`config.mk`:
```
export PLATFORM = sky130hd
export DESIGN_NAME = clock_step_controller
export DESIGN_NICKNAME = d
export VERILOG_FILES = /design/src/rtl/clock_step_controller_pkg.sv /design/src/rtl/clock_step_controller_button_debouncer.sv /design/src/rtl/clock_step_controller.sv
export SDC_FILE = /design/constraint.sdc
export NUM_CORES = 1
export LEC_CHECK = 0
export ABC_AREA = 0
export BUFFER_PORTS_ARGS = -buffer_cell sky130_fd_sc_hd__buf_2
export CAP_MARGIN = 20
export CORE_ASPECT_RATIO = 2
export CORE_MARGIN = 2
export CORE_UTILIZATION = 30
export DETAILED_ROUTE_END_ITERATION = 8
export GPL_TIMING_DRIVEN = 0
export SYNTH_ARGS = -nofsm -noshare
export SYNTH_HDL_FRONTEND = slang
export SYNTH_SLANG_ARGS = --single-unit
```
`constraint.sdc`:
```
create_clock -name clk -period 2.4 [get_ports clk]
set_input_delay 0.12 -clock clk [delete_from_list [all_inputs] [get_ports clk]]
set_output_delay 0.12 -clock clk [all_outputs]
set_load 0.1 [all_outputs]
```
`src/rtl/clock_step_controller_pkg.sv`:
```
// ---------------------------------------------------------------------------
// clock_step_controller_pkg
// Shared definitions for the front-panel clock step controller: the step FSM
// state encodings and the default timing parameters used by both the top
// level and the button debouncer.
// ---------------------------------------------------------------------------
package clock_step_controller_pkg;

  // Default number of consecutive clk cycles a synchronized button level
  // must hold before the debounced level follows it.
  localparam int DEFAULT_DEBOUNCE_CYCLES = 4;

  // Default width of each adv_clk high pulse, and of the low gap after it.
  localparam int DEFAULT_PULSE_CYCLES = 2;

  // Step FSM states; encodings are fixed so other blocks can decode them.
  typedef enum logic [1:0] {
    ST_IDLE  = 2'd0,
    ST_PULSE = 2'd1,
    ST_GAP   = 2'd2
  } stepState_t;

endpackage

```
`src/rtl/clock_step_controller_button_debouncer.sv`:
```
// ---------------------------------------------------------------------------
// button_debouncer
// Cleans one raw front-panel push button: two-flop synchronizer, stability
// counter, and a registered rising-edge detector on the debounced level.
//
// Ports:
//   clk      in   free-running oscillator clock
//   rst      in   synchronous reset, active-high
//   i_raw    in   raw, asynchronous, bouncy button level
//   o_press  out  one-cycle pulse for each accepted press (0->1 only)
// ---------------------------------------------------------------------------
module button_debouncer
  import clock_step_controller_pkg::*;
#(
  parameter int DEBOUNCE_CYCLES = DEFAULT_DEBOUNCE_CYCLES
) (
  input  logic clk,
  input  logic rst,
  input  logic i_raw,
  output logic o_press
);

  localparam int CNT_W = $clog2(DEBOUNCE_CYCLES + 1);
  localparam logic [CNT_W-1:0] CNT_LAST = CNT_W'(DEBOUNCE_CYCLES - 1);

  logic             r_sync1;
  logic             r_sync2;
  logic             r_level;
  logic             r_levelDly;
  logic             r_press;
  logic [CNT_W-1:0] r_count;

  // Synchronize the raw level, then let the debounced level follow it only
  // after it has disagreed for DEBOUNCE_CYCLES cycles in a row. Any return to
  // agreement restarts the count, so short glitches never get through. The
  // press pulse is taken from the debounced level and its one-cycle-old copy,
  // which keeps the output registered and ignores releases.
  always_ff @(posedge clk) begin
    if (rst) begin
      r_sync1    <= 1'b0;
      r_sync2    <= 1'b0;
      r_level    <= 1'b0;
      r_levelDly <= 1'b0;
      r_press    <= 1'b0;
      r_count    <= '0;
    end else begin
      r_sync1    <= i_raw;
      r_sync2    <= r_sync1;
      r_levelDly <= r_level;
      r_press    <= r_level & ~r_levelDly;
      if (r_sync2 == r_level) begin
        r_count <= '0;
      end else if (r_count == CNT_LAST) begin
        r_level <= r_sync2;
        r_count <= '0;
      end else begin
        r_count <= r_count + 1'b1;
      end
    end
  end

  assign o_press = r_press;

endmodule

```
`src/rtl/clock_step_controller.sv`:
```
// ---------------------------------------------------------------------------
// clock_step_controller
// Produces the manual_en, adv_clk and halt levels consumed by the processor's
// clock gating module, from three bouncy front-panel buttons and the control
// unit's HLT request. All outputs come straight from flops.
//
// Ports:
//   clk         in   free-running oscillator clock
//   rst         in   synchronous reset, active-high
//   btn_mode    in   raw button; each accepted press toggles manual mode
//   btn_step    in   raw button; each accepted press requests one step pulse
//   btn_resume  in   raw button; each accepted press clears the halt latch
//   hlt_in      in   synchronous halt request from the control unit
//   manual_en   out  1 = manual single-step mode, 0 = free-run
//   adv_clk     out  manual step pulse
//   halt        out  latched halt
//   step_busy   out  high while the step FSM is in PULSE or GAP
// ---------------------------------------------------------------------------
module clock_step_controller
  import clock_step_controller_pkg::*;
#(
  parameter int DEBOUNCE_CYCLES = DEFAULT_DEBOUNCE_CYCLES,
  parameter int PULSE_CYCLES    = DEFAULT_PULSE_CYCLES
) (
  input  logic clk,
  input  logic rst,
  input  logic btn_mode,
  input  logic btn_step,
  input  logic btn_resume,
  input  logic hlt_in,
  output logic manual_en,
  output logic adv_clk,
  output logic halt,
  output logic step_busy
);

  localparam int CNT_W = $clog2(PULSE_CYCLES + 1);
  localparam logic [CNT_W-1:0] CNT_LAST = CNT_W'(PULSE_CYCLES - 1);

  logic w_modePress;
  logic w_stepPress;
  logic w_resumePress;

  stepState_t       r_state;
  logic [CNT_W-1:0] r_count;
  logic             r_manualEn;
  logic             r_halt;
  logic             r_advClk;
  logic             r_stepBusy;

  // Each button gets an identical clean-up path.
  button_debouncer #(.DEBOUNCE_CYCLES(DEBOUNCE_CYCLES)) u_modeDeb (
    .clk     (clk),
    .rst     (rst),
    .i_raw   (btn_mode),
    .o_press (w_modePress)
  );

  button_debouncer #(.DEBOUNCE_CYCLES(DEBOUNCE_CYCLES)) u_stepDeb (
    .clk     (clk),
    .rst     (rst),
    .i_raw   (btn_step),
    .o_press (w_stepPress)
  );

  button_debouncer #(.DEBOUNCE_CYCLES(DEBOUNCE_CYCLES)) u_resumeDeb (
    .clk     (clk),
    .rst     (rst),
    .i_raw   (btn_resume),
    .o_press (w_resumePress)
  );

  // Mode toggle, halt latch and step FSM share one block so every decision
  // sees the same pre-edge values: a step press coinciding with a mode press
  // or an HLT request is judged on the old manual_en/halt. The halt latch
  // gives set priority over clear, so a resume cannot race past HLT. In PULSE
  // or GAP the FSM bails out to IDLE as soon as manual mode drops or halt is
  // latched, forcing adv_clk low rather than letting a pulse finish late.
  // Presses arriving outside IDLE are simply ignored, never queued.
  always_ff @(posedge clk) begin
    if (rst) begin
      r_manualEn <= 1'b0;
      r_halt     <= 1'b0;
      r_state    <= ST_IDLE;
      r_count    <= '0;
      r_advClk   <= 1'b0;
      r_stepBusy <= 1'b0;
    end else begin
      if (w_modePress) begin
        r_manualEn <= ~r_manualEn;
      end

      if (hlt_in) begin
        r_halt <= 1'b1;
      end else if (w_resumePress) begin
        r_halt <= 1'b0;
      end

      case (r_state)
        ST_IDLE: begin
          if (w_stepPress && r_manualEn && !r_halt) begin
            r_state    <= ST_PULSE;
            r_count    <= '0;
            r_advClk   <= 1'b1;
            r_stepBusy <= 1'b1;
          end
        end
        ST_PULSE: begin
          if (!r_manualEn || r_halt) begin
            r_state    <= ST_IDLE;
            r_advClk   <= 1'b0;
            r_stepBusy <= 1'b0;
          end else if (r_count == CNT_LAST) begin
            r_state  <= ST_GAP;
            r_count  <= '0;
            r_advClk <= 1'b0;
          end else begin
            r_count <= r_count + 1'b1;
          end
        end
        ST_GAP: begin
          if (!r_manualEn || r_halt || (r_count == CNT_LAST)) begin
            r_state    <= ST_IDLE;
            r_advClk   <= 1'b0;
            r_stepBusy <= 1'b0;
          end else begin
            r_count <= r_count + 1'b1;
          end
        end
        default: begin
          r_state    <= ST_IDLE;
          r_advClk   <= 1'b0;
          r_stepBusy <= 1'b0;
        end
      endcase
    end
  end

  assign manual_en = r_manualEn;
  assign adv_clk   = r_advClk;
  assign halt      = r_halt;
  assign step_busy = r_stepBusy;

endmodule
```
==> metrics, run 1 <==
multiplexer share of the synthesized area 3.22%; hold worst-path end halt; R2R depth 6; worst hold-check path type in2reg; Antenna Diode Count 0; Max Cap Violations 0; Area growth syn-to-layout 18.4%; Syn Inst Count 125; Leak Pwr around 0.58 nW; number of fill cells 453; most utilized layer in the global route result met2; iteration count of the initial detailed-routing pass 4; Final Non-Filler Cells slightly below 200; Via-to-Cell Ratio between 4 and 5; setup repair after global routing missed its margin no; global-route track usage on met1 about a tenth; final critical-path required period 2.04 ns; clock-pin slew on the worst setup and hold paths roughly 0.06 ns; placer congestion estimate 0.712; CTS tree done; largest family of logic cells by synthesized area simple AND/OR/NAND/NOR gates; first-pass GRT wire length 3.58 mm; power density normalized to cell area 730 mW/mm2; worst setup skew after layout 0.00339 ns; transition time at the pin with the least slew margin roughly 0.52 ns; CP Data Required Time 2.59 ns; floorplan die area about 0.0047 mm2; sum of negative setup slack 0 ns; number of nets in the synthesized netlist 144; Worst R2R Setup Slack 0.36 ns; commonest cells after routing, fill and taps aside dfxtp_1 (30), nor2_1 (16), inv_1 (14), nor2b_1 (14), ha_1 (13); number of antenna violations at the first check in global routing 0; number of cells on the worst hold path 3; fin. max-slew vios 0; compound-cell area share of the yosys netlist 7.84%; met3 Resource Use GR 2.98%; Die Span X 49.6 um; biggest area contributors in the synthesized netlist dfxtp_1 (50%), ha_1 (13%), nor2b_1 (7.0%), nor2_1 (4.8%), inv_1 (4.2%); final global-route overflow total 0; flops & latches, synth 31; launch point of the worst reg-to-reg path adv_clk; P_sw between 0.2 and 0.25 mW; H-tree level count 2; count of nets after finishing between 150 and 200; final core utilization 36.4%; maximum fanout along the worst path 6; simple-gate portion of the synthesized area between 10% and 20%; Max Clock Freq about 0.5 GHz; synthesized-area fraction occupied by adder cells 13.1%; critical path class reg2reg; post-placement worst setup slack 0.376 ns; Num Clock Sinks 31; I/O Buffers 9; netlist area before placement 0.00124 mm2; largest voltage drop on the vdd net 0.320 mV; post-synth cell types 25; vertical die dimension 95.1 um; via count of the first global-routing pass between 800 and 900; slowest stage cell on the critical path or4_1; Post-CTS Resized 0; relative contribution of sequential cells to total power 48.8%; post-layout worst setup margin 0.358 ns; detailed-placement wirelength estimate 1.52 mm; most common library cell in the layout ignoring fill and taps dfxtp_1; fraction of synthesized cell area in xor and xnor cells 2.81%; worst-case headroom to the max-slew limit approximately two thirds; Core ar. 0.00405 mm2; period utilisation layout between 80 and 90%; number of setup buffers added after CTS 0; Comb power frac 3.0%; kind of start point of the critical path register; Yosys Warn Count 0; fraction of post-synthesis cell area in the top cell type by area 49.8%; row count 33; number of clock buffers inserted by TritonCTS 5; total area of multi-input combinational cells approximately 560 um2; CTS Hold Buffers Added 0; Placed Instances around 190; top-level port count 10; design area around 0.0015 mm2; maximum number of buffers from clock root to sink 2; Setup-failing EPs final 0; sequential cell area fraction in the yosys report 49.8%; number of design-rule violations left by the first detailed-router iteration 12; hold violation total from the final report 0; clock latency on the worst-skew pair 0.28 ns; internal power contribution 0.869 mW; wire length per cell after detailed routing 10.6 um; met2 Track Usage GR 18.1%; sw frac 19.3%; Initial Util 30.8%; nature of the critical path endpoint register; status finished clean; via count 869; fraction of layout instances using a drive strength above 1 14.1%; root buffer selected by CTS clkbuf_8; Final ANT Viol Nets 0; area post-placement 0.00136 mm2; Critical Path AT approximately 2.2 ns; post-route DRC violation count 0; power consumption 1.08 mW; Total Routed Length a little over 2 mm; largest net degree at the start of global routing 11; CP max stage delay 0.54 ns; total area of sequential cells 622 um2; ordered cell list for the critical path inv_1, ha_1, or2_0, a221o_1, or4_1, o31ai_1; all-layer global routing usage 10.4%; per-instance average area after synthesis ~10 um2; part of the total power dissipated in the clock network 48.2%; Worst Hold Launch hlt_in; library cell with the largest summed area after synthesis dfxtp_1; worst reg2reg endpoint r_count[1]; worst hold slack after final layout around 0.047 ns
## cell usage after synthesis (all sizes together)
master / n
o21a: 1
o2111ai: 1
or4: 2
inv: 14
nor2b: 14
dfxtp: 31
nor3: 1
o21ai: 3
a22oi: 1
xnor2: 4
a21boi: 1
o31ai: 1
or2: 1
clkbuf: 2
mux2i: 4
nor4: 1
or2b: 1
ha: 13
a221o: 1
nor2: 16
nand2b: 3
or3: 3
a21oi: 6
## critical path: cells and delay by family (launching register included)
family          cells  cell delay (ns)
simple gates        2             0.79
compound gates      2             0.42
flops               1             0.37
fa+ha+maj           1             0.27
buf+inv             1             0.10
## power groups by stage
stage | Combinational [mW] | Sequential (mW) | Clock, mW
finish | 0.0319 | 0.526 | 0.519
global route | 0.0365 | 0.526 | 0.564
CTS | 0.0333 | 0.526 | 0.539
detailed placement | 0.0330 | 0.537 | 0
global placement | 0.0323 | 0.537 | 0
floorplan | 0.0138 | 0.545 | 0
## sequential cells by signal, indices dropped and copies added, names as in the netlist, 2 cells and up
signal and count:
r_count 2, u_modeDeb.r_count 3, u_stepDeb.r_count 3, u_resumeDeb.r_count 3
## worst max path at each step
stage | endpoint | from
after detailed placement | r_count[0] | r_state[1]
after CTS | r_count[0] | r_state[1]
final | r_count[1] | adv_clk
after floorplan | r_count[0] | adv_clk
after global routing | r_count[1] | r_state[1]
after global placement | r_count[0] | adv_clk
## area by class of cell
cell class | count | area share (%)
Clock buffer | 6 | 5.60
Sequential cell | 31 | 42.2
Tap cell | 52 | 4.41
Clock inverter | 2 | 2.38
Inverter | 14 | 3.57
Buffer | 2 | 0.509
Multi-Input combinational cell | 78 | 38.3
Timing Repair Buffer | 9 | 3.06
## metal layers
layer | wire length [um] | up-vias
li1 | - | 437
met1 | 839 | 399
met2 | 1030 | 26
met3 | 104 | 7
met4 | 83 | 0
met5 | 0 | -
## cell families after synthesis
logic type / Yosys count
simple gates: 42
flops: 31
buf+inv: 16
compound gates: 15
fa+ha+maj: 13
xor+xnor: 4
mux: 4
Power figures use the tool's default switching activity.
==> inputs of run 2 (changes only) <==
--- a/config.mk
+++ b/config.mk
@@ -13,6 +13,7 @@
 export CORE_UTILIZATION = 30
 export DETAILED_ROUTE_END_ITERATION = 8
 export GPL_TIMING_DRIVEN = 0
+export RECOVER_POWER = 50
 export SYNTH_ARGS = -nofsm -noshare
 export SYNTH_HDL_FRONTEND = slang
 export SYNTH_SLANG_ARGS = --single-unit
==> run 2 against run 1 <==
  * Clock skew hardly changed
  * Sequential cell count stayed put
  * Clock power hardly changed
  * Critical path type unchanged
  * Fmax hardly changed
  * Critical endpoint is now r_count[0]
  * Largest cell class unchanged
  * Largest power group unchanged
==> metrics, run 2 (same netlist as run 1, synthesis figures left out) <==
floorplan die area 0.00471 mm2 (unchanged); Worst Hold Launch hlt_in (unchanged); Num Clock Sinks 31 (unchanged); Max Cap Violations 0 (unchanged); final global-route overflow total 0 (unchanged); number of cells on the worst hold path 3 (unchanged); H-tree level count 2 (unchanged); CTS Hold Buffers Added 0 (unchanged); detailed-placement wirelength estimate 1.52 mm (unchanged); commonest cells after routing, fill and taps aside dfxtp_1 (30), nor2_1 (16), inv_1 (14), nor2b_1 (14), ha_1 (13) (unchanged); iteration count of the initial detailed-routing pass 6 (was 4); status finished clean (unchanged); nature of the critical path endpoint register (unchanged); hold worst-path end halt (unchanged); sw frac 19.3% (about the same); fraction of layout instances using a drive strength above 1 12.0% (was 14.1%); fin. max-slew vios 0 (unchanged); Max Clock Freq 0.490 GHz (about the same); P_sw 0.208 mW (about the same); CP Data Required Time 2.62 ns (was 2.59 ns); number of clock buffers inserted by TritonCTS 5 (unchanged); part of the total power dissipated in the clock network 48.2% (about the same); Total Routed Length 2.04 mm (was 2.06 mm); transition time at the pin with the least slew margin 1.16 ns (was 0.520 ns); clock-pin slew on the worst setup and hold paths 0.06 ns (about the same); maximum number of buffers from clock root to sink 2 (unchanged); largest net degree at the start of global routing 11 (unchanged); setup repair after global routing missed its margin no (unchanged); Area growth syn-to-layout 18.1% (was 18.4%); R2R depth 6 (unchanged); largest voltage drop on the vdd net 0.320 mV (unchanged); Leak Pwr 0.572 nW (was 0.583 nW); top-level port count 10 (unchanged); final critical-path required period 2.04 ns (about the same); worst reg2reg endpoint r_count[0] (was r_count[1]); clock latency on the worst-skew pair 0.28 ns (about the same); row count 33 (unchanged); Via-to-Cell Ratio 4.49 (was 4.48); I/O Buffers 9 (unchanged); wire length per cell after detailed routing 10.5 um (was 10.6 um); Final ANT Viol Nets 0 (unchanged); Comb power frac 2.9% (was 3.0%); worst hold-check path type in2reg (unchanged); number of setup buffers added after CTS 0 (unchanged); Post-CTS Resized 0 (unchanged); sum of negative setup slack 0 ns (unchanged); Core ar. 0.00405 mm2 (unchanged); kind of start point of the critical path register (unchanged); Final Non-Filler Cells 194 (unchanged); power density normalized to cell area 732 mW/mm2 (was 730 mW/mm2); via count of the first global-routing pass 816 (unchanged); first-pass GRT wire length 3.58 mm (unchanged); placer congestion estimate 0.712 (unchanged); critical path class reg2reg (unchanged); CTS tree done (unchanged); vertical die dimension 95.1 um (unchanged); hold violation total from the final report 0 (unchanged); internal power contribution 0.868 mW (was 0.869 mW); post-route DRC violation count 0 (unchanged); period utilisation layout 85.1% (about the same); relative contribution of sequential cells to total power 48.8% (about the same); maximum fanout along the worst path 6 (unchanged); all-layer global routing usage 10.4% (unchanged); registers with the most flip-flops u_modeDeb.r_count x3, u_resumeDeb.r_count x3, u_stepDeb.r_count x3 (unchanged); via count 871 (was 869); Antenna Diode Count 0 (unchanged); Setup-failing EPs final 0 (unchanged); Critical Path AT 2.26 ns (was 2.23 ns); root buffer selected by CTS clkbuf_8 (unchanged); count of nets after finishing 160 (unchanged); Placed Instances 186 (unchanged); Initial Util 30.8% (unchanged); launch point of the worst reg-to-reg path adv_clk (unchanged); number of fill cells 456 (was 453); worst setup skew after layout 0.00341 ns (was 0.00339 ns); Die Span X 49.6 um (unchanged); number of design-rule violations left by the first detailed-router iteration 11 (was 12); most common library cell in the layout ignoring fill and taps dfxtp_1 (unchanged); worst-case headroom to the max-slew limit 23.2% (was 65.3%); number of antenna violations at the first check in global routing 0 (unchanged); Worst R2R Setup Slack 0.36 ns (about the same)
==> run 2: power by group through the flow <==
| stage | Clock [mW] | Combinational (mW) | Sequential (mW) |
|---|---|---|---|
| CTS | 0.539 | 0.0333 | 0.526 |
| finish | 0.519 | 0.0317 | 0.526 |
| global route | 0.564 | 0.0363 | 0.526 |
| global placement | 0 | 0.0323 | 0.537 |
| floorplan | 0 | 0.0138 | 0.545 |
| detailed placement | 0 | 0.0330 | 0.537 |
==> run 2: layer usage <==
metal  GRT usage (%)  share of wire (%)
met1            9.82                 41
met2            18.1                 50
met4            9.03                4.1
met5               0                  0
met3            2.98                5.2
==> run 2: cell type report <==
cell class	count	area (um2)	area share, %
Sequential cell	31	622	42.3
Multi-Input combinational cell	78	564	38.4
Clock buffer	6	82.6	5.62
Timing Repair Buffer	9	41.3	2.81
Buffer	2	7.51	0.511
Tap cell	52	65.1	4.43
Clock inverter	2	35.0	2.38
Inverter	14	52.6	3.57
==> run 2: worst max-delay path: stages, from the launching register on <==
cell and delay [ns]:
dfxtp_2 0.37, inv_1 0.10, ha_1 0.27, or2_0 0.25, a221o_1 0.34, or4_4 0.52
a21oi_2 0.12
==> run 2: worst max-delay path by stage <==
stage,startpoint,to,slack [ns],cells past startpoint
global route,r_state[1],r_count[1],0.23,6
detailed placement,r_state[1],r_count[0],0.38,6
floorplan,adv_clk,r_count[0],0.05,6
finish,adv_clk,r_count[0],0.36,6
global placement,adv_clk,r_count[0],0.45,6
CTS,r_state[1],r_count[0],0.37,6
==> run 2: per-stage QoR <==
step                worst slack [ns]  cell area, um2  hold slack, ns  total power [mW]  util, %
finish                         0.358            1470          0.0471              1.08     36.3
detailed placement             0.376            1360           0.333             0.570     33.5
floorplan                     0.0502            1250           0.199             0.559        -
global placement               0.447            1360           0.328             0.569     33.5
CTS                            0.368            1470          0.0385              1.10     36.4
global route                   0.227            1470          0.0516              1.13     36.3
==> inputs of run 3 (changes only) <==
--- a/config.mk
+++ b/config.mk
@@ -10,7 +10,7 @@
 export CAP_MARGIN = 20
 export CORE_ASPECT_RATIO = 2
 export CORE_MARGIN = 2
-export CORE_UTILIZATION = 30
+export CORE_UTILIZATION = 35
 export DETAILED_ROUTE_END_ITERATION = 8
 export GPL_TIMING_DRIVEN = 0
 export RECOVER_POWER = 50
==> run 3 against run 2 <==
  * First-iteration DRC count up 36%
  * Fmax shrank 0.60%
  * Routed wire length down 1.6%
  * Cell count is 2.1% lower
  * Register-to-register slack barely moved
  * Final area is 0.26% lower
  * Clock-buffer cell count stayed put
  * Worst hold slack got worse by 0.0060 ns
  * Sequential cell count unchanged
  * Critical path type unchanged
  * Critical endpoint is now r_count[1]
  * Largest cell class unchanged
  * Largest power group unchanged
  * Highest routed layer unchanged
==> metrics, run 3 (same netlist as run 1, synthesis figures left out) <==
number of antenna violations at the first check in global routing 0 (unchanged); Leak Pwr 0.576 nW (was 0.572 nW); Max Cap Violations 0 (unchanged); worst hold-check path type in2reg (unchanged); fraction of layout instances using a drive strength above 1 12.7% (was 12.0%); worst-case headroom to the max-slew limit 22.5% (was 23.2%); final global-route overflow total 0 (unchanged); status finished clean (unchanged); via count of the first global-routing pass 849 (was 816); Total Routed Length 2.01 mm (was 2.04 mm); Max Clock Freq 0.487 GHz (was 0.490 GHz); launch point of the worst reg-to-reg path adv_clk (unchanged); CTS tree done (unchanged); Setup-failing EPs final 0 (unchanged); clock latency on the worst-skew pair 0.28 ns (about the same); clock-pin slew on the worst setup and hold paths 0.07 ns (was 0.06 ns); top-level port count 10 (unchanged); Core ar. 0.00342 mm2 (was 0.00405 mm2); CTS Hold Buffers Added 0 (unchanged); transition time at the pin with the least slew margin 1.17 ns (was 1.16 ns); Antenna Diode Count 0 (unchanged); largest voltage drop on the vdd net 0.654 mV (was 0.320 mV); number of design-rule violations left by the first detailed-router iteration 15 (was 11); wire length per cell after detailed routing 10.6 um (was 10.5 um); maximum fanout along the worst path 6 (unchanged); maximum number of buffers from clock root to sink 2 (unchanged); number of fill cells 346 (was 456); hold worst-path end halt (unchanged); largest net degree at the start of global routing 11 (unchanged); floorplan die area 0.00408 mm2 (was 0.00471 mm2); Post-CTS Resized 0 (unchanged); Num Clock Sinks 31 (unchanged); period utilisation layout 85.6% (was 85.1%); area post-placement 0.00135 mm2 (was 0.00136 mm2); placer congestion estimate 0.796 (was 0.712); final critical-path required period 2.05 ns (was 2.04 ns); design area 0.00147 mm2 (about the same); commonest cells after routing, fill and taps aside dfxtp_1 (30), nor2_1 (16), inv_1 (14), nor2b_1 (14), ha_1 (13) (unchanged); number of cells on the worst hold path 3 (unchanged); post-route DRC violation count 0 (unchanged); start point of the critical path adv_clk (unchanged); Initial Util 36.4% (was 30.8%); Final ANT Viol Nets 0 (unchanged); power consumption 1.08 mW (about the same); nature of the critical path endpoint register (unchanged); setup repair after global routing missed its margin no (unchanged); most common library cell in the layout ignoring fill and taps dfxtp_1 (unchanged); worst setup skew after layout 0.0102 ns (was 0.00341 ns); H-tree level count 2 (unchanged); worst hold slack after final layout 0.0411 ns (was 0.0471 ns); detailed-placement wirelength estimate 1.53 mm (was 1.52 mm); first-pass GRT wire length 3.62 mm (was 3.58 mm); root buffer selected by CTS clkbuf_8 (unchanged); iteration count of the initial detailed-routing pass 4 (was 6); worst reg2reg endpoint r_count[1] (was r_count[0]); vertical die dimension 88.3 um (was 95.1 um); I/O Buffers 9 (unchanged); R2R depth 6 (unchanged); row count 30 (was 33); number of clock buffers inserted by TritonCTS 5 (unchanged); kind of start point of the critical path register (unchanged); power density normalized to cell area 736 mW/mm2 (was 732 mW/mm2); registers with the most flip-flops u_modeDeb.r_count x3, u_resumeDeb.r_count x3, u_stepDeb.r_count x3 (unchanged); Via-to-Cell Ratio 4.46 (was 4.49); all-layer global routing usage 12.8% (was 10.4%); Critical Path AT 2.24 ns (was 2.26 ns); Die Span X 46.2 um (was 49.6 um); Area growth syn-to-layout 17.8% (was 18.1%); via count 847 (was 871); fin. max-slew vios 0 (unchanged); CP Data Required Time 2.59 ns (was 2.62 ns); critical path class reg2reg (unchanged); sum of negative setup slack 0 ns (unchanged); Worst Hold Launch hlt_in (unchanged); number of setup buffers added after CTS 0 (unchanged); Worst R2R Setup Slack 0.35 ns (was 0.36 ns); count of nets after finishing 160 (unchanged); hold violation total from the final report 0 (unchanged)
-- run 3: through the flow --
step	worst slack (ns)	std cells	util (%)
final	0.346	190	42.9
after global routing	0.261	190	42.9
after CTS	0.352	190	43.0
after detailed placement	0.378	182	39.6
after global placement	0.438	182	39.6
after floorplan	0.0502	125	-
-- run 3: worst max path at each step --
stage | to | slack [ns] | depth (start not counted)
CTS | r_count[1] | 0.35 | 6
finish | r_count[1] | 0.35 | 6
global route | r_count[0] | 0.26 | 6
detailed placement | r_count[1] | 0.38 | 6
global placement | r_count[0] | 0.44 | 6
floorplan | r_count[0] | 0.05 | 6
-- run 3: final cells by class --
| cell class | instances | area (um2) | area share [%] |
|---|---|---|---|
| inverters | 14 | 52.6 | 3.58 |
| repair buffers | 9 | 42.5 | 2.90 |
| multi-input cells | 78 | 564 | 38.5 |
| flip-flops and latches | 31 | 622 | 42.4 |
| clock buffers | 6 | 82.6 | 5.63 |
| plain buffers | 2 | 7.51 | 0.512 |
| well taps | 48 | 60.1 | 4.10 |
| clock inverters | 2 | 35.0 | 2.39 |
-- run 3: critical path: stages (launching register included) --
cell and delay [ns]:
dfxtp_2 0.37, inv_1 0.09, ha_1 0.28, or2_0 0.24
a221o_1 0.35, or4_1 0.55, o31ai_1 0.09
-- run 3: power by group --
part           total (mW)  internal (mW)  switching (mW)
clock               0.521          0.335           0.185
sequential          0.526          0.522         0.00409
combinational      0.0318         0.0110          0.0208
-- run 3: routing by layer --
metal | share of wire, % | routed length [um] | global-route usage, % | up-vias
met4 | 3.5 | 70 | 9.61 | 0
li1 | - | - | - | 436
met5 | 0 | 0 | 0 | -
met1 | 39 | 786 | 12.5 | 385
met2 | 52 | 1050 | 20.8 | 20
met3 | 4.9 | 99 | 4.49 | 6
